$ cat src/rtl/duck_game_pkg.sv
// Shared types and default timing for the multi-duck shooting game.
package duck_game_pkg;

  typedef enum logic [2:0] {
    StIdle,
    StCountdown,
    StHunting,
    StReload,
    StDeath,
    StGameOver
  } game_state_e;

  localparam int unsigned COUNTDOWN_CYC_DEF = 7500 * 65000;
  localparam int unsigned DEATH_CYC_DEF     = 4500 * 65000;
  localparam int unsigned DOG_CYC_DEF       = 2500 * 65000;

endpackage

$ cat src/rtl/multi_duck_game_logic_if.sv
// Player inputs, duck positions and game status outputs of the duck game core.
interface multi_duck_game_logic_if #(
  parameter int unsigned N_DUCKS = 2
) ();
  logic                    game_enable;
  logic [11:0]             mouse_xpos;
  logic [11:0]             mouse_ypos;
  logic                    left_mouse;
  logic                    right_mouse;
  logic [12*N_DUCKS-1:0]   duck_xpos;
  logic [12*N_DUCKS-1:0]   duck_ypos;
  logic [N_DUCKS-1:0]      duck_active;
  logic [2:0]              bullets_in_magazine;
  logic [6:0]              bullets_left;
  logic [6:0]              my_score;
  logic                    hunt_start;
  logic                    show_reload_char;
  logic [N_DUCKS-1:0]      duck_killed;
  logic                    dog_bird_enable;
  logic                    game_over;

  modport master (
    output game_enable, mouse_xpos, mouse_ypos, left_mouse, right_mouse,
    output duck_xpos, duck_ypos, duck_active,
    input  bullets_in_magazine, bullets_left, my_score, hunt_start,
    input  show_reload_char, duck_killed, dog_bird_enable, game_over
  );

  modport slave (
    input  game_enable, mouse_xpos, mouse_ypos, left_mouse, right_mouse,
    input  duck_xpos, duck_ypos, duck_active,
    output bullets_in_magazine, bullets_left, my_score, hunt_start,
    output show_reload_char, duck_killed, dog_bird_enable, game_over
  );
endinterface

$ cat src/rtl/duck_hit_detect.sv
// Combinational per-duck hit-box test; the lowest-indexed hit duck wins.
module duck_hit_detect #(
  parameter int unsigned N_DUCKS = 2,
  parameter int unsigned DUCK_W  = 96,
  parameter int unsigned DUCK_H  = 60
) (
  input  logic [11:0]           mouse_x_i,
  input  logic [11:0]           mouse_y_i,
  input  logic [12*N_DUCKS-1:0] duck_x_i,
  input  logic [12*N_DUCKS-1:0] duck_y_i,
  input  logic [N_DUCKS-1:0]    duck_active_i,
  output logic [N_DUCKS-1:0]    hit_onehot_o,
  output logic                  hit_any_o
);

  logic [N_DUCKS-1:0] in_box;
  logic [12:0]        mx;
  logic [12:0]        my;

  assign mx = {1'b0, mouse_x_i};
  assign my = {1'b0, mouse_y_i};

  // 13-bit bounds so corner + size can never wrap.
  for (genvar i = 0; i < N_DUCKS; i++) begin : g_box
    logic [12:0] x_lo;
    logic [12:0] y_lo;
    assign x_lo = {1'b0, duck_x_i[12*i +: 12]};
    assign y_lo = {1'b0, duck_y_i[12*i +: 12]};
    assign in_box[i] = duck_active_i[i] &&
                       (mx >= x_lo) && (mx <= x_lo + 13'(DUCK_W)) &&
                       (my >= y_lo) && (my <= y_lo + 13'(DUCK_H));
  end

  always_comb begin
    logic found;
    found        = 1'b0;
    hit_onehot_o = '0;
    for (int i = 0; i < N_DUCKS; i++) begin
      if (in_box[i] && !found) begin
        hit_onehot_o[i] = 1'b1;
        found           = 1'b1;
      end
    end
  end

  assign hit_any_o = |in_box;

endmodule

$ cat src/rtl/multi_duck_game_logic.sv
// Game controller: ammunition, scoring, reload and duck-fall sequencing.
module multi_duck_game_logic
  import duck_game_pkg::*;
#(
  parameter int unsigned N_DUCKS       = 2,
  parameter int unsigned MAG_SIZE      = 3,
  parameter int unsigned AMMO_TOTAL    = 15,
  parameter int unsigned DUCK_W        = 96,
  parameter int unsigned DUCK_H        = 60,
  parameter int unsigned COUNTDOWN_CYC = COUNTDOWN_CYC_DEF,
  parameter int unsigned DEATH_CYC     = DEATH_CYC_DEF,
  parameter int unsigned DOG_CYC       = DOG_CYC_DEF
) (
  input logic                    clk,
  input logic                    rst,
  multi_duck_game_logic_if.slave bus
);

  localparam logic [2:0] MagFull = 3'(MAG_SIZE);
  localparam logic [6:0] ResInit = 7'(AMMO_TOTAL - MAG_SIZE);

  game_state_e        state_q, ret_q;
  logic [31:0]        cnt_q;
  logic [2:0]         mag_q;
  logic [6:0]         res_q, score_q;
  logic               hunt_q, show_q, dog_q, over_q;
  logic [N_DUCKS-1:0] killed_q;
  logic               left_q, right_q;

  logic               left_edge, right_edge, can_reload, hit_any;
  logic [6:0]         need, xfer;
  logic [N_DUCKS-1:0] hit_onehot;

  duck_hit_detect #(
    .N_DUCKS(N_DUCKS),
    .DUCK_W (DUCK_W),
    .DUCK_H (DUCK_H)
  ) u_hit (
    .mouse_x_i    (bus.mouse_xpos),
    .mouse_y_i    (bus.mouse_ypos),
    .duck_x_i     (bus.duck_xpos),
    .duck_y_i     (bus.duck_ypos),
    .duck_active_i(bus.duck_active),
    .hit_onehot_o (hit_onehot),
    .hit_any_o    (hit_any)
  );

  always_comb begin
    left_edge  = bus.left_mouse & ~left_q;
    right_edge = bus.right_mouse & ~right_q;
    can_reload = (mag_q != MagFull) && (res_q != 7'd0);
    need       = {4'd0, MagFull - mag_q};
    xfer       = (need < res_q) ? need : res_q;
  end

  always_ff @(posedge clk) begin
    left_q  <= bus.left_mouse;
    right_q <= bus.right_mouse;
    dog_q   <= 1'b0;
    if (rst) begin
      state_q  <= StIdle;
      ret_q    <= StHunting;
      cnt_q    <= COUNTDOWN_CYC;
      mag_q    <= MagFull;
      res_q    <= ResInit;
      score_q  <= 7'd0;
      hunt_q   <= 1'b0;
      show_q   <= 1'b0;
      over_q   <= 1'b0;
      killed_q <= '0;
      left_q   <= 1'b0;
      right_q  <= 1'b0;
    end else if (!bus.game_enable || state_q == StIdle) begin
      // Idle keeps the game freshly loaded; enable starts the countdown.
      state_q  <= bus.game_enable ? StCountdown : StIdle;
      cnt_q    <= COUNTDOWN_CYC;
      mag_q    <= MagFull;
      res_q    <= ResInit;
      score_q  <= 7'd0;
      hunt_q   <= 1'b0;
      show_q   <= 1'b0;
      over_q   <= 1'b0;
      killed_q <= '0;
    end else begin
      unique case (state_q)
        StCountdown, StHunting: begin
          if (state_q == StHunting && mag_q == 3'd0 && res_q == 7'd0) begin
            state_q <= StGameOver;
            hunt_q  <= 1'b0;
            over_q  <= 1'b1;
          end else if (right_edge) begin
            // A right edge always swallows a simultaneous shot.
            if (can_reload) begin
              state_q <= StReload;
              ret_q   <= state_q;
              mag_q   <= mag_q + xfer[2:0];
              res_q   <= res_q - xfer;
              show_q  <= 1'b0;
              hunt_q  <= 1'b1;
            end
          end else if (state_q == StCountdown) begin
            if (cnt_q == 32'd0) begin
              state_q <= StHunting;
              hunt_q  <= 1'b1;
            end else begin
              cnt_q <= cnt_q - 32'd1;
            end
          end else if (left_edge && mag_q != 3'd0) begin
            mag_q  <= mag_q - 3'd1;
            show_q <= (mag_q == 3'd1);
            if (hit_any) begin
              if (score_q != 7'd127) score_q <= score_q + 7'd1;
              killed_q <= hit_onehot;
              cnt_q    <= DEATH_CYC;
              state_q  <= StDeath;
              hunt_q   <= 1'b0;
              if (DEATH_CYC == DOG_CYC) dog_q <= 1'b1;
            end
          end
        end
        StReload: begin
          state_q <= ret_q;
          hunt_q  <= 1'b1;
        end
        StDeath: begin
          if (cnt_q == 32'd0) begin
            state_q  <= StHunting;
            killed_q <= '0;
            hunt_q   <= 1'b1;
          end else begin
            cnt_q <= cnt_q - 32'd1;
            if (cnt_q - 32'd1 == DOG_CYC) dog_q <= 1'b1;
          end
        end
        StGameOver: begin
          over_q <= 1'b1;
        end
        default: state_q <= StIdle;
      endcase
    end
  end

  assign bus.bullets_in_magazine = mag_q;
  assign bus.bullets_left        = res_q;
  assign bus.my_score            = score_q;
  assign bus.hunt_start          = hunt_q;
  assign bus.show_reload_char    = show_q;
  assign bus.duck_killed         = killed_q;
  assign bus.dog_bird_enable     = dog_q;
  assign bus.game_over           = over_q;

endmodule

$ cat src/flat_wrapper.sv
// flat-port wrapper written by rule: the top's interface ports become plain ports
module multi_duck_game_logic_flat import duck_game_pkg::*;
#(
  parameter int unsigned N_DUCKS       = 2,
  parameter int unsigned MAG_SIZE      = 3,
  parameter int unsigned AMMO_TOTAL    = 15,
  parameter int unsigned DUCK_W        = 96,
  parameter int unsigned DUCK_H        = 60,
  parameter int unsigned COUNTDOWN_CYC = COUNTDOWN_CYC_DEF,
  parameter int unsigned DEATH_CYC     = DEATH_CYC_DEF,
  parameter int unsigned DOG_CYC       = DOG_CYC_DEF
)
  (clk, rst, bus_game_enable, bus_mouse_xpos, bus_mouse_ypos, bus_left_mouse, bus_right_mouse, bus_duck_xpos, bus_duck_ypos, bus_duck_active, bus_bullets_in_magazine, bus_bullets_left, bus_my_score, bus_hunt_start, bus_show_reload_char, bus_duck_killed, bus_dog_bird_enable, bus_game_over);
  multi_duck_game_logic_if #(.N_DUCKS(N_DUCKS)) bus_i ();
  input logic clk;
  input logic rst;
  input wire logic [$bits(bus_i.game_enable)-1:0] bus_game_enable;
  input wire logic [$bits(bus_i.mouse_xpos)-1:0] bus_mouse_xpos;
  input wire logic [$bits(bus_i.mouse_ypos)-1:0] bus_mouse_ypos;
  input wire logic [$bits(bus_i.left_mouse)-1:0] bus_left_mouse;
  input wire logic [$bits(bus_i.right_mouse)-1:0] bus_right_mouse;
  input wire logic [$bits(bus_i.duck_xpos)-1:0] bus_duck_xpos;
  input wire logic [$bits(bus_i.duck_ypos)-1:0] bus_duck_ypos;
  input wire logic [$bits(bus_i.duck_active)-1:0] bus_duck_active;
  output wire logic [$bits(bus_i.bullets_in_magazine)-1:0] bus_bullets_in_magazine;
  output wire logic [$bits(bus_i.bullets_left)-1:0] bus_bullets_left;
  output wire logic [$bits(bus_i.my_score)-1:0] bus_my_score;
  output wire logic [$bits(bus_i.hunt_start)-1:0] bus_hunt_start;
  output wire logic [$bits(bus_i.show_reload_char)-1:0] bus_show_reload_char;
  output wire logic [$bits(bus_i.duck_killed)-1:0] bus_duck_killed;
  output wire logic [$bits(bus_i.dog_bird_enable)-1:0] bus_dog_bird_enable;
  output wire logic [$bits(bus_i.game_over)-1:0] bus_game_over;
  assign bus_i.game_enable = bus_game_enable;
  assign bus_i.mouse_xpos = bus_mouse_xpos;
  assign bus_i.mouse_ypos = bus_mouse_ypos;
  assign bus_i.left_mouse = bus_left_mouse;
  assign bus_i.right_mouse = bus_right_mouse;
  assign bus_i.duck_xpos = bus_duck_xpos;
  assign bus_i.duck_ypos = bus_duck_ypos;
  assign bus_i.duck_active = bus_duck_active;
  assign bus_bullets_in_magazine = bus_i.bullets_in_magazine;
  assign bus_bullets_left = bus_i.bullets_left;
  assign bus_my_score = bus_i.my_score;
  assign bus_hunt_start = bus_i.hunt_start;
  assign bus_show_reload_char = bus_i.show_reload_char;
  assign bus_duck_killed = bus_i.duck_killed;
  assign bus_dog_bird_enable = bus_i.dog_bird_enable;
  assign bus_game_over = bus_i.game_over;
  multi_duck_game_logic #(.N_DUCKS(N_DUCKS), .MAG_SIZE(MAG_SIZE), .AMMO_TOTAL(AMMO_TOTAL), .DUCK_W(DUCK_W), .DUCK_H(DUCK_H), .COUNTDOWN_CYC(COUNTDOWN_CYC), .DEATH_CYC(DEATH_CYC), .DOG_CYC(DOG_CYC)) u_core (.clk(clk), .rst(rst), .bus(bus_i));
endmodule
$ cat config.mk
export PLATFORM = sky130hd
export DESIGN_NAME = multi_duck_game_logic_flat
export DESIGN_NICKNAME = d
export VERILOG_FILES = /design/src/rtl/duck_game_pkg.sv /design/src/rtl/multi_duck_game_logic_if.sv /design/src/rtl/duck_hit_detect.sv /design/src/rtl/multi_duck_game_logic.sv /design/src/flat_wrapper.sv
export SDC_FILE = /design/constraint.sdc
export NUM_CORES = 1
export LEC_CHECK = 0
export ABC_AREA = 1
export BUFFER_PORTS_ARGS = -buffer_cell sky130_fd_sc_hd__buf_2
export CAP_MARGIN = 5
export CORE_ASPECT_RATIO = 0.9
export CORE_MARGIN = 8
export CORE_UTILIZATION = 35
export DETAILED_ROUTE_END_ITERATION = 7
export GPL_TIMING_DRIVEN = 0
export HOLD_SLACK_MARGIN = 0.03
export PLACE_DENSITY = 0.65
export SETUP_SLACK_MARGIN = 0.05
export SLEW_MARGIN = 20
export SYNTH_ARGS = -nofsm -noshare
export SYNTH_HDL_FRONTEND = slang
export SYNTH_SLANG_ARGS = --single-unit
$ cat constraint.sdc
create_clock -name clk -period 7.6 [get_ports clk]
set_clock_uncertainty 0.2 [all_clocks]
set_input_delay 2.28 -clock clk [delete_from_list [all_inputs] [get_ports clk]]
set_output_delay 2.28 -clock clk [all_outputs]
set_load 0.05 [all_outputs]
; Word level (Yosys, flattened, before mapping)
; Cells that the tools add are included.
[word_totals]
ff_bits = 63
inputBits = 79
out_inout_bits = 23
wordCells = 153
[op_classes]
addsub = 10
order_cmp = 9
n_eq_ne = 27
n_mux = 46
bitwise = 9
reduce_logical = 39
[op_table]
columns = op, n
row1 = 2-to-1 mux 32 bit, 6
row2 = one-hot mux 32 bit (2 select lines), 1
row3 = less-or-equal comparator 12 x 13 -> 1 bit, 4
row4 = >= comparator 12 bit, 4
row5 = 2-to-1 mux 3 bit, 12
row6 = equality test 32 x 28 -> 1 bit (second input constant), 1
row7 = zero test 32 bit, 1
row8 = subtractor 32 x 1 -> 32 bit (second input constant), 1
row9 = adder 12 x 6 -> 13 bit (second input constant), 2
row10 = adder 12 x 7 -> 13 bit (second input constant), 2
row11 = 2-to-1 mux 1 bit, 16
row12 = AND reduction 5 bit, 3
row13 = AND reduction 7 bit, 2
row14 = logical AND 1 bit, 13
row15 = 2-to-1 mux 2 bit, 6
row16 = inequality test 2 x 1 -> 1 bit (second input constant), 6
row17 = inequality test 6 x 1 -> 1 bit (second input constant), 2
row18 = one-hot mux 3 bit (4 select lines), 1
row19 = AND reduction 4 bit, 3
row20 = inequality test 5 x 1 -> 1 bit (second input constant), 2
row21 = inequality test 2 bit (second input constant), 4
row22 = adder 7 x 1 -> 7 bit (second input constant), 1
row23 = zero test 7 bit, 1
row24 = less-than comparator 3 x 7 -> 1 bit, 1
row25 = other kinds (27), 45

; Logic depth before layout (Yosys ltp)
; Gate-level depths: netlist of run 1.
[logic_depth]
depth_word = 15
mapped_depth = 22
ltp_nobuf = 21

; By module
; A second synthesis of run 1 with hierarchy kept.
[hier_totals]
cells_unflattened = 1051
area_unflattened_um2 = 6681.4
[modules_own_cells]
columns = module, n_inst, cells_per_inst, area_per_inst_um2, seq_area_each_um2
row1 = multi_duck_game_logic, 1, 603, 3913.8, 1261.2
row2 = duck_hit_detect, 1, 448, 2767.7, 0.0

; Least setup slack after synthesis of run 1
; No wires, ideal clock.
[synth_path]
kind = in2reg
start = input bus_duck_xpos[17]
end = register u_core.cnt_q[13]
setup_ns = 0.134
arrival_ns = 4.559
required_time_ns = 7.266
slack_ns = 2.708
cell_stages = 18
path_buffers = 1
path_cell_list = inv_1 > ha_1 > or2_2 > nor3_1 > xor2_1 > ha_1 > and3_1 > nand3_1 > nand2_1 > nor2_1 > nor2_1 > nor2_2 > nand2_2 > nand3_4 > nand2_8 > buf_4 > nand2_1 > nand3_1
[synth_between]
elab_chain_len = 8
word_cells_on_any_way = 10
classes_between = 1 x add/sub / 2 x order compare / 1 x eq/ne / 6 x reduce/logical
[synth_lines]
columns = item, line_no
row1 = from (decl), flat_wrapper.sv:22  ; input wire logic [$bits(bus_i.duck_xpos)-1:0] bus_duck_xpos;
row2 = adder 12 x 7 -> 13 bit or >= comparator 12 bit (tied branches), duck_hit_detect.sv:30  ; (mx >= x_lo) && (mx <= x_lo + 13'(DUCK_W)) &&
row3 = less-or-equal comparator 12 x 13 -> 1 bit or logical AND 1 bit (tied branches), "duck_hit_detect.sv:30, duck_hit_detect.sv:29"
row4 = logical AND 1 bit * (2 in series), duck_hit_detect.sv:30
row5 = logical AND 1 bit *, duck_hit_detect.sv:31  ; (my >= y_lo) && (my <= y_lo + 13'(DUCK_H));
row6 = OR reduction 2 bit *, duck_hit_detect.sv:46  ; assign hit_any_o = |in_box;
row7 = inequality test 3 x 1 -> 1 bit (no source line) *, n/a
row8 = AND reduction 5 bit (no source line) *, n/a
row9 = to (signal assigned), multi_duck_game_logic.sv:106  ; cnt_q <= cnt_q - 32'd1;
row10 = to (signal assigned), multi_duck_game_logic.sv:131  ; cnt_q <= cnt_q - 32'd1;
row11 = to (decl), multi_duck_game_logic.sv:23  ; logic [31:0] cnt_q;
; Mark *: on every way between the ends. The rest lies on a longest branch, timed or not.
; A chain may end at the register's enable or synchronous reset.

; Worst setup path in the final report of run 1
; Same ends and word-level chain as after synthesis.

==> results.sh, run 1 <==
export IMPL_status="finished, final reports clean"
export IMPL_hold_end="u_core.bus.duck_killed[1]$_SDFFE_PP0P_"
export IMPL_grt_pass1_vias=7098
export IMPL_die_area_um2=25500
export IMPL_holdPathStages=2
export IMPL_worstPathRequired_ns=7.59
export IMPL_cp_common_cell="nor2_1"
export IMPL_initial_core_util=0.353
export IMPL_routed_wl_um=20700
export IMPL_worstReg2RegEnd="u_core.bus.bullets_left[5]$_SDFFE_PP0P_"
export IMPL_grt_usage=0.160
export IMPL_clockRootBuffer="clkbuf_16"
export IMPL_ant_nets=0
export IMPL_cts_buffers=9
export IMPL_dp_cells=1523
export IMPL_min_from="u_core.bus.duck_killed[1]$_SDFFE_PP0P_"
export IMPL_die_width_um=168
export IMPL_vias=7577
export IMPL_reg2reg_depth=16
export IMPL_wl_per_cell_um=13.5
export IMPL_core_area_um2=20500
export IMPL_drtPass1Iterations=5
export IMPL_fin_tns_setup_ns=0
export IMPL_synth_nets=1342
export IMPL_dp_hpwl_um=17000
export IMPL_drive_above_1_share=0.136
export IMPL_powerDensity_nw_per_um2=125
export IMPL_layout_commonest_cell="nand2_1"
export IMPL_setup_viol=0
export IMPL_p_leak_nw=4.30
export IMPL_tightest_slew_ns=0.764
export IMPL_via_per_inst=4.92
export IMPL_rows=50
export IMPL_clkTransAtPathRegs_ns=0.05
export IMPL_cts_tree="yes"
export IMPL_drc_errors=0
export IMPL_portBuffers=101
export IMPL_peakVddDrop_uv=115
export IMPL_insertion_delay_ns=0.34
export IMPL_grt_pass1_wl_um=34200
export IMPL_htreeDepth=3
export IMPL_seq_area_frac_synth=0.174
export IMPL_path_cells="buf_2, inv_1, ha_1, or2_2, nor3_1, xor2_1, ha_1, and3_1, nand3_1, nor2_1, nor2_1, nor2_1, nor2_2, nand2_2, nand3_4, nand2_8, inv_4, buf_6, nand2_1, nand3_1"
export IMPL_grt_max_degree=13
export IMPL_path_max_fanout=10
export IMPL_cts_sinks=63
export IMPL_yosysUniqueCellTypes=47
export IMPL_synth_area_um2=7240
export IMPL_area_growth_pct=15.9
export IMPL_syn_mean_instance_area_um2=6.23
export IMPL_stdcell_count=1539
export IMPL_multi_input_area_um2=5240
export IMPL_hold_viol=0
export IMPL_synthesis_instances=1162
export IMPL_cts_buffer_depth=2
export IMPL_grt_overflow_total=0
export IMPL_cp_start_kind="input pin"
export IMPL_hold_slack_ns=0.266
export IMPL_max_clock_freq_mhz=194
export IMPL_final_core_util=0.409
export IMPL_final_cell_mix="311 x nand2_1, 162 x inv_1, 138 x nor2_1"
export IMPL_reg2reg_from="u_core.bus.bullets_in_magazine[1]$_SDFFE_PP1P_"
export IMPL_slowest_stage="or2_2"
export IMPL_cap_violations=0
export IMPL_synth_seq_cells=63
export IMPL_drtIter0Drc=465
export IMPL_io_pin_count=102
export IMPL_arrival_ns=5.14
export IMPL_drv_slew=0
export IMPL_yosysWarnings=0
export IMPL_nets=1454
export IMPL_cts_hold_buffers_added=0
export IMPL_critPathKind="input pin to register"
export IMPL_post_cts_resized=0
export IMPL_r2r_setup_slack_ns=4.50
export IMPL_grt_setup_unrepaired="no"
export IMPL_regArea_um2=1260
export IMPL_fin_crit_sh=0.678
export IMPL_antenna_cells=0
export IMPL_crit_path_end_kind="register"
export IMPL_place_congestion=0.926
export IMPL_post_cts_repair_setup_buffers=0
export IMPL_chipHeight_um=152
export IMPL_nFillCells=2206
export IMPL_antenna_found_initial=0
export IMPL_period_needed_ns=5.15
export IMPL_worst_path_largest_cell_delay_ns=0.32
export IMPL_relSlewSlack=0.491
export IMPL_hp_class="register to register"
==> cells in the mapped netlist, drive strengths merged <==
cell type | instances | area, um2
nand2 | 324 | 1270
inv | 169 | 637
nor2 | 150 | 618
ha | 99 | 1240
nand3 | 88 | 470
a21oi | 71 | 359
dfxtp | 63 | 1260
xor2 | 39 | 342
o21ai | 36 | 195
nor3 | 32 | 193
nand4 | 25 | 156
buf | 9 | 71.3
nand3b | 8 | 60.1
xnor2 | 8 | 70.1
clkbuf | 7 | 26.3
a211oi | 5 | 37.5
or2 | 5 | 31.3
o211ai | 4 | 30.0
and3 | 3 | 18.8
nor4 | 3 | 25.0
a21o | 2 | 15.0
a31oi | 2 | 12.5
fa | 2 | 40.0
nor3b | 2 | 15.0
o21a | 2 | 15.0
a22oi | 1 | 7.51
clkinv | 1 | 3.75
nand2b | 1 | 6.26
o21bai | 1 | 7.51
==> registers in the layout (all words and copies together), names as in the netlist <==
signal and flops:
u_core.bus.game_over 1, u_core.state_q 3, u_core.right_q 1, u_core.cnt_q 32, u_core.bus.show_reload_char 1, u_core.bus.my_score 7
u_core.bus.duck_killed 2, u_core.left_q 1, u_core.bus.bullets_left 7, u_core.bus.dog_bird_enable 1, u_core.bus.hunt_start 1, u_core.ret_q 3
u_core.bus.bullets_in_magazine 3
==> worst max-delay path, delay by kind of cell <==
kind,cells,cell delay (ns)
AND/OR/NAND/NOR,13,1.84
adder cells (fa/ha/maj),2,0.52
buffers and inverters,4,0.37
XOR/XNOR,1,0.11
==> power by group <==
part | leakage (nW) | switching [W] | internal [W] | total (W)
registers | 0.509 | 0.00000298 | 0.000333 | 0.000336
logic | 3.64 | 0.000161 | 0.000100 | 0.000261
clock network | 0.152 | 0.000165 | 0.000287 | 0.000453
total | 4.30 | 0.000330 | 0.000720 | 0.00105
==> through the flow <==
step                      setup WS, ns  power, W  cell area, um2
after floorplan                   2.71  0.000523            7240
after global placement            2.13  0.000599            8070
after detailed placement          2.09  0.000603            8070
after CTS                         2.45   0.00106            8390
after global routing              2.15   0.00112            8390
final                             2.45   0.00105            8390
==> area by class of cell <==
cell class              count  share of cell area
flip-flops and latches     63               0.150
plain buffers              16              0.0116
repair buffers            101              0.0603
well taps                 260              0.0388
clock buffers               9              0.0268
clock inverters             7              0.0116
multi-input cells         913               0.624
inverters                 170              0.0764
==> cells by family (layout without fill, tap and decap cells) <==
logic type | after synthesis | in the layout | synth area share
simple gates | 641 | 641 | 0.396
buf+inv | 186 | 303 | 0.102
compound gates | 124 | 124 | 0.0939
fa+ha+maj | 101 | 101 | 0.177
flops | 63 | 63 | 0.174
xor+xnor | 47 | 47 | 0.0569
==> how the worst max path moves through the flow <==
| stage | from | end | slack, ns | cells after the start |
|---|---|---|---|---|
| 5_1_grt | bus_duck_xpos[17] | u_core.cnt_q[28]$_SDFFE_PP1P_ | 2.15 | 20 |
| 3_3_place_gp | bus_duck_xpos[17] | u_core.cnt_q[18]$_SDFFE_PP1P_ | 2.13 | 20 |
| 6_report | bus_duck_xpos[17] | u_core.cnt_q[13]$_SDFFE_PP1P_ | 2.45 | 20 |
| 3_5_place_dp | bus_duck_xpos[17] | u_core.cnt_q[17]$_SDFFE_PP1P_ | 2.09 | 20 |
| 2_1_floorplan | bus_duck_xpos[17] | u_core.cnt_q[13]$_SDFFE_PP1P_ | 2.71 | 18 |
| 4_1_cts | bus_duck_xpos[17] | u_core.cnt_q[13]$_SDFFE_PP1P_ | 2.45 | 20 |
==> routing by layer <==
layer,GRT usage,vias up,part of all wire
li1,-,3985,-
met1,0.216,3377,0.50
met2,0.254,192,0.43
met3,0.0339,23,0.059
met4,0.0395,0,0.015
met5,0,-,0
Power figures use the tool's default switching activity.
==> inputs of run 2 (changes only) <==
ABC_AREA = 0   (was 1)
PLACE_DENSITY = 0.66   (was 0.65)
clock period = 5.3 ns   (was 7.6 ns; I/O delays follow)
==> results.sh, run 2 <==
export IMPL_io_pin_count=102
export IMPL_routed_wl_um=18400
export IMPL_hp_class="register to register"
export IMPL_worst_path_buf_inv=3
export IMPL_nFillCells=1856
export IMPL_p_int_w=0.000972
export IMPL_yosysWarnings=0
export IMPL_relSlewSlack=0.292
export IMPL_clockRootBuffer="clkbuf_16"
export IMPL_switchingPower_w=0.000406
export IMPL_yosysMostFrequentCell="ha_1"
export IMPL_worst_path_largest_cell_delay_ns=0.41
export IMPL_antenna_found_initial=1
export IMPL_area_growth_pct=18.0
export IMPL_arrival_ns=5.06
export IMPL_layout_commonest_cell="buf_2"
export IMPL_grt_overflow_total=0
export IMPL_grt_pass1_vias=6092
export IMPL_status="finished, final reports clean"
export IMPL_place_congestion=0.869
export IMPL_drive_above_1_share=0.155
export IMPL_combPwrFrac=0.223
export IMPL_cts_sinks=63
export IMPL_path_max_fanout=10
export IMPL_peakVddDrop_uv=125
export IMPL_synth_top_area_cell="dfxtp_1"
export IMPL_synth_area_um2=6460
export IMPL_cts_tree="yes"
export IMPL_path_cells="buf_2, inv_1, ha_1, nor3b_2, nor3_2, nand3_1, xnor2_1, ha_1, a21o_1, a211o_1, o311ai_2, o2111ai_4, a21o_1, buf_2, a22oi_1, o21ai_0"
export IMPL_synth_edff_count=0
export IMPL_drv_slew=0
export IMPL_final_cell_mix="105 x buf_2, 99 x ha_1, 73 x nor2_1"
export IMPL_period_needed_ns=5.06
export IMPL_initial_core_util=0.354
export IMPL_setup_viol=0
export IMPL_path_delay_family="compound AO/OA/AOI/OAI gates"
export IMPL_power_switching_fraction=0.294
export IMPL_grt_pass1_wl_um=29700
export IMPL_drtIter0Drc=390
export IMPL_wl_per_cell_um=15.4
export IMPL_yosysUniqueCellTypes=73
export IMPL_netlist_area_leader_share=0.195
export IMPL_nets=1128
export IMPL_synth_seq_cells=63
export IMPL_portBuffers=101
export IMPL_tightest_slew_ns=1.05
export IMPL_drtPass1Iterations=5
export IMPL_insertion_delay_ns=0.34
export IMPL_cap_violations=0
export IMPL_final_core_util=0.418
export IMPL_antenna_cells=0
export IMPL_cts_buffers=9
export IMPL_largest_reg_flops=32
export IMPL_regMostFlops="u_core.cnt_q"
export IMPL_p_leak_nw=3.31
export IMPL_async_flop_share=0
export IMPL_fin_crit_sh=0.954
export IMPL_rows=47
export IMPL_chipHeight_um=145
export IMPL_worstPathRequired_ns=5.31
export IMPL_power_frac_seq=0.347
export IMPL_grt_usage=0.155
export IMPL_synthesis_instances=835
export IMPL_drc_errors=0
export IMPL_die_area_um2=23100
export IMPL_die_width_um=159
export IMPL_synth_commonest_cells="99 x ha_1, 73 x nor2_1, 68 x inv_1"
export IMPL_crit_path_end_kind="register"
export IMPL_vias=6496
export IMPL_htreeDepth=3
export IMPL_max_clock_freq_mhz=198
export IMPL_hold_viol=0
export IMPL_critPathKind="input pin to register"
export IMPL_clkTransAtPathRegs_ns=0.05
export IMPL_cts_buffer_depth=2
export IMPL_via_per_inst=5.42
export IMPL_synthFlopType="dfxtp_1"
export IMPL_slowest_stage="a22oi_1"
export IMPL_cp_start_kind="input pin"
export IMPL_hold_slack_ns=0.266
export IMPL_powerDensity_nw_per_um2=181
export IMPL_synth_nets=1015
export IMPL_dp_hpwl_um=14700
export IMPL_ant_nets=0
export IMPL_core_area_um2=18200
export IMPL_grt_setup_unrepaired="no"
export IMPL_synthTopCellsByArea="dfxtp_1 20%, ha_1 19%, xnor2_1 6.1%"
export IMPL_pwr_share_clk=0.430
export IMPL_fin_total_pwr_w=0.00138
export IMPL_seq_area_frac_synth=0.195
export IMPL_syn_mean_instance_area_um2=7.73
export IMPL_grt_max_degree=13
## run 2: changes by cell type in the layout (fill, tap and decap cells not counted), sizes merged, moves of 16 or more
cell | previous run | this run
a21o | 2 | 18
inv | 169 | 68
nand2 | 324 | 58
nand3 | 88 | 32
nor2 | 150 | 73
xnor2 | 8 | 45
xor2 | 39 | 12
## run 2: final timing paths
kind	start	depth (start not counted)	slack, ns	endpoint
setup / recovery	bus_duck_ypos[14]	16	0.24	u_core.cnt_q[7]$_SDFFE_PP1P_
hold / removal	u_core.ret_q[1]$_SDFFE_PP1P_	1	0.27	u_core.ret_q[1]$_SDFFE_PP1P_
setup reg to reg	u_core.bus.bullets_in_magazine[1]$_SDFFE_PP1P_	14	1.60	u_core.bus.bullets_left[6]$_SDFFE_PP0P_
hold reg to reg	u_core.ret_q[1]$_SDFFE_PP1P_	1	0.27	u_core.ret_q[1]$_SDFFE_PP1P_
## run 2: stage by stage
step	cells	TNS [ns]	setup WS [ns]	area, um2
after detailed placement	1181	-12.74	-0.617	7270
final	1198	0	0.242	7620
after global placement	1181	-9.27	-0.569	7270
after global routing	1198	0	0.106	7620
after CTS	1197	0	0.0803	7580
after floorplan	835	0	0.456	6460
## run 2: power groups by stage
| stage | combinational [W] | sequential (W) | clock (W) |
|---|---|---|---|
| 5_1_grt | 0.000348 | 0.000478 | 0.000622 |
| 3_5_place_dp | 0.000300 | 0.000489 | 0 |
| 2_1_floorplan | 0.000199 | 0.000488 | 0 |
| 4_1_cts | 0.000304 | 0.000478 | 0.000603 |
| 6_report | 0.000307 | 0.000478 | 0.000593 |
| 3_3_place_gp | 0.000294 | 0.000489 | 0 |
## run 2: worst register-to-register path, cell delays in order (launching register included)
cell,delay (ns)
dfxtp_1,0.40
inv_1,0.15
ha_1,0.30
a21boi_0,0.15
o21ai_0,0.09
a21oi_1,0.39
nor2_1,0.07
a21oi_1,0.22
ha_1,0.19
inv_1,0.06
fa_1,0.39
a2111oi_0,0.63
nand2_1,0.14
xor2_1,0.15
nor2_1,0.05
## run 2: area by class of cell
type / count / area, um2 / share of cell area
well taps: 245 / 307 / 0.0402
inverters: 69 / 259 / 0.0340
clock inverters: 7 / 73.8 / 0.00969
multi-input cells: 680 / 4890 / 0.642
flip-flops and latches: 63 / 1260 / 0.166
clock buffers: 9 / 225 / 0.0296
plain buffers: 23 / 91.3 / 0.0120
repair buffers: 102 / 513 / 0.0673
## run 2: repair_timing
item                                    CTS  global route
gates resized for setup                   2             6
hold buffers                              0             0
setup buffers                             0             1
endpoints found under the setup margin   24            32
pin swaps                                 1             1
## run 2: logic make-up after synthesis
kind of cell | after synthesis | share of synthesized area
buffers and inverters | 92 | 0.0543
muxes | 10 | 0.0157
DFF | 63 | 0.195
AOI/OAI and AO/OA | 203 | 0.209
xor gates and xnor gates | 57 | 0.0773
and+or+nand+nor | 309 | 0.250
adders and majority gates | 101 | 0.198
## run 2: routing by layer
metal / up-vias / track usage / share of wire
met5: - / 0 / 0.00043
met4: 2 / 0.0327 / 0.010
met3: 20 / 0.0359 / 0.068
met2: 193 / 0.253 / 0.44
met1: 2999 / 0.206 / 0.48
li1: 3282 / - / -
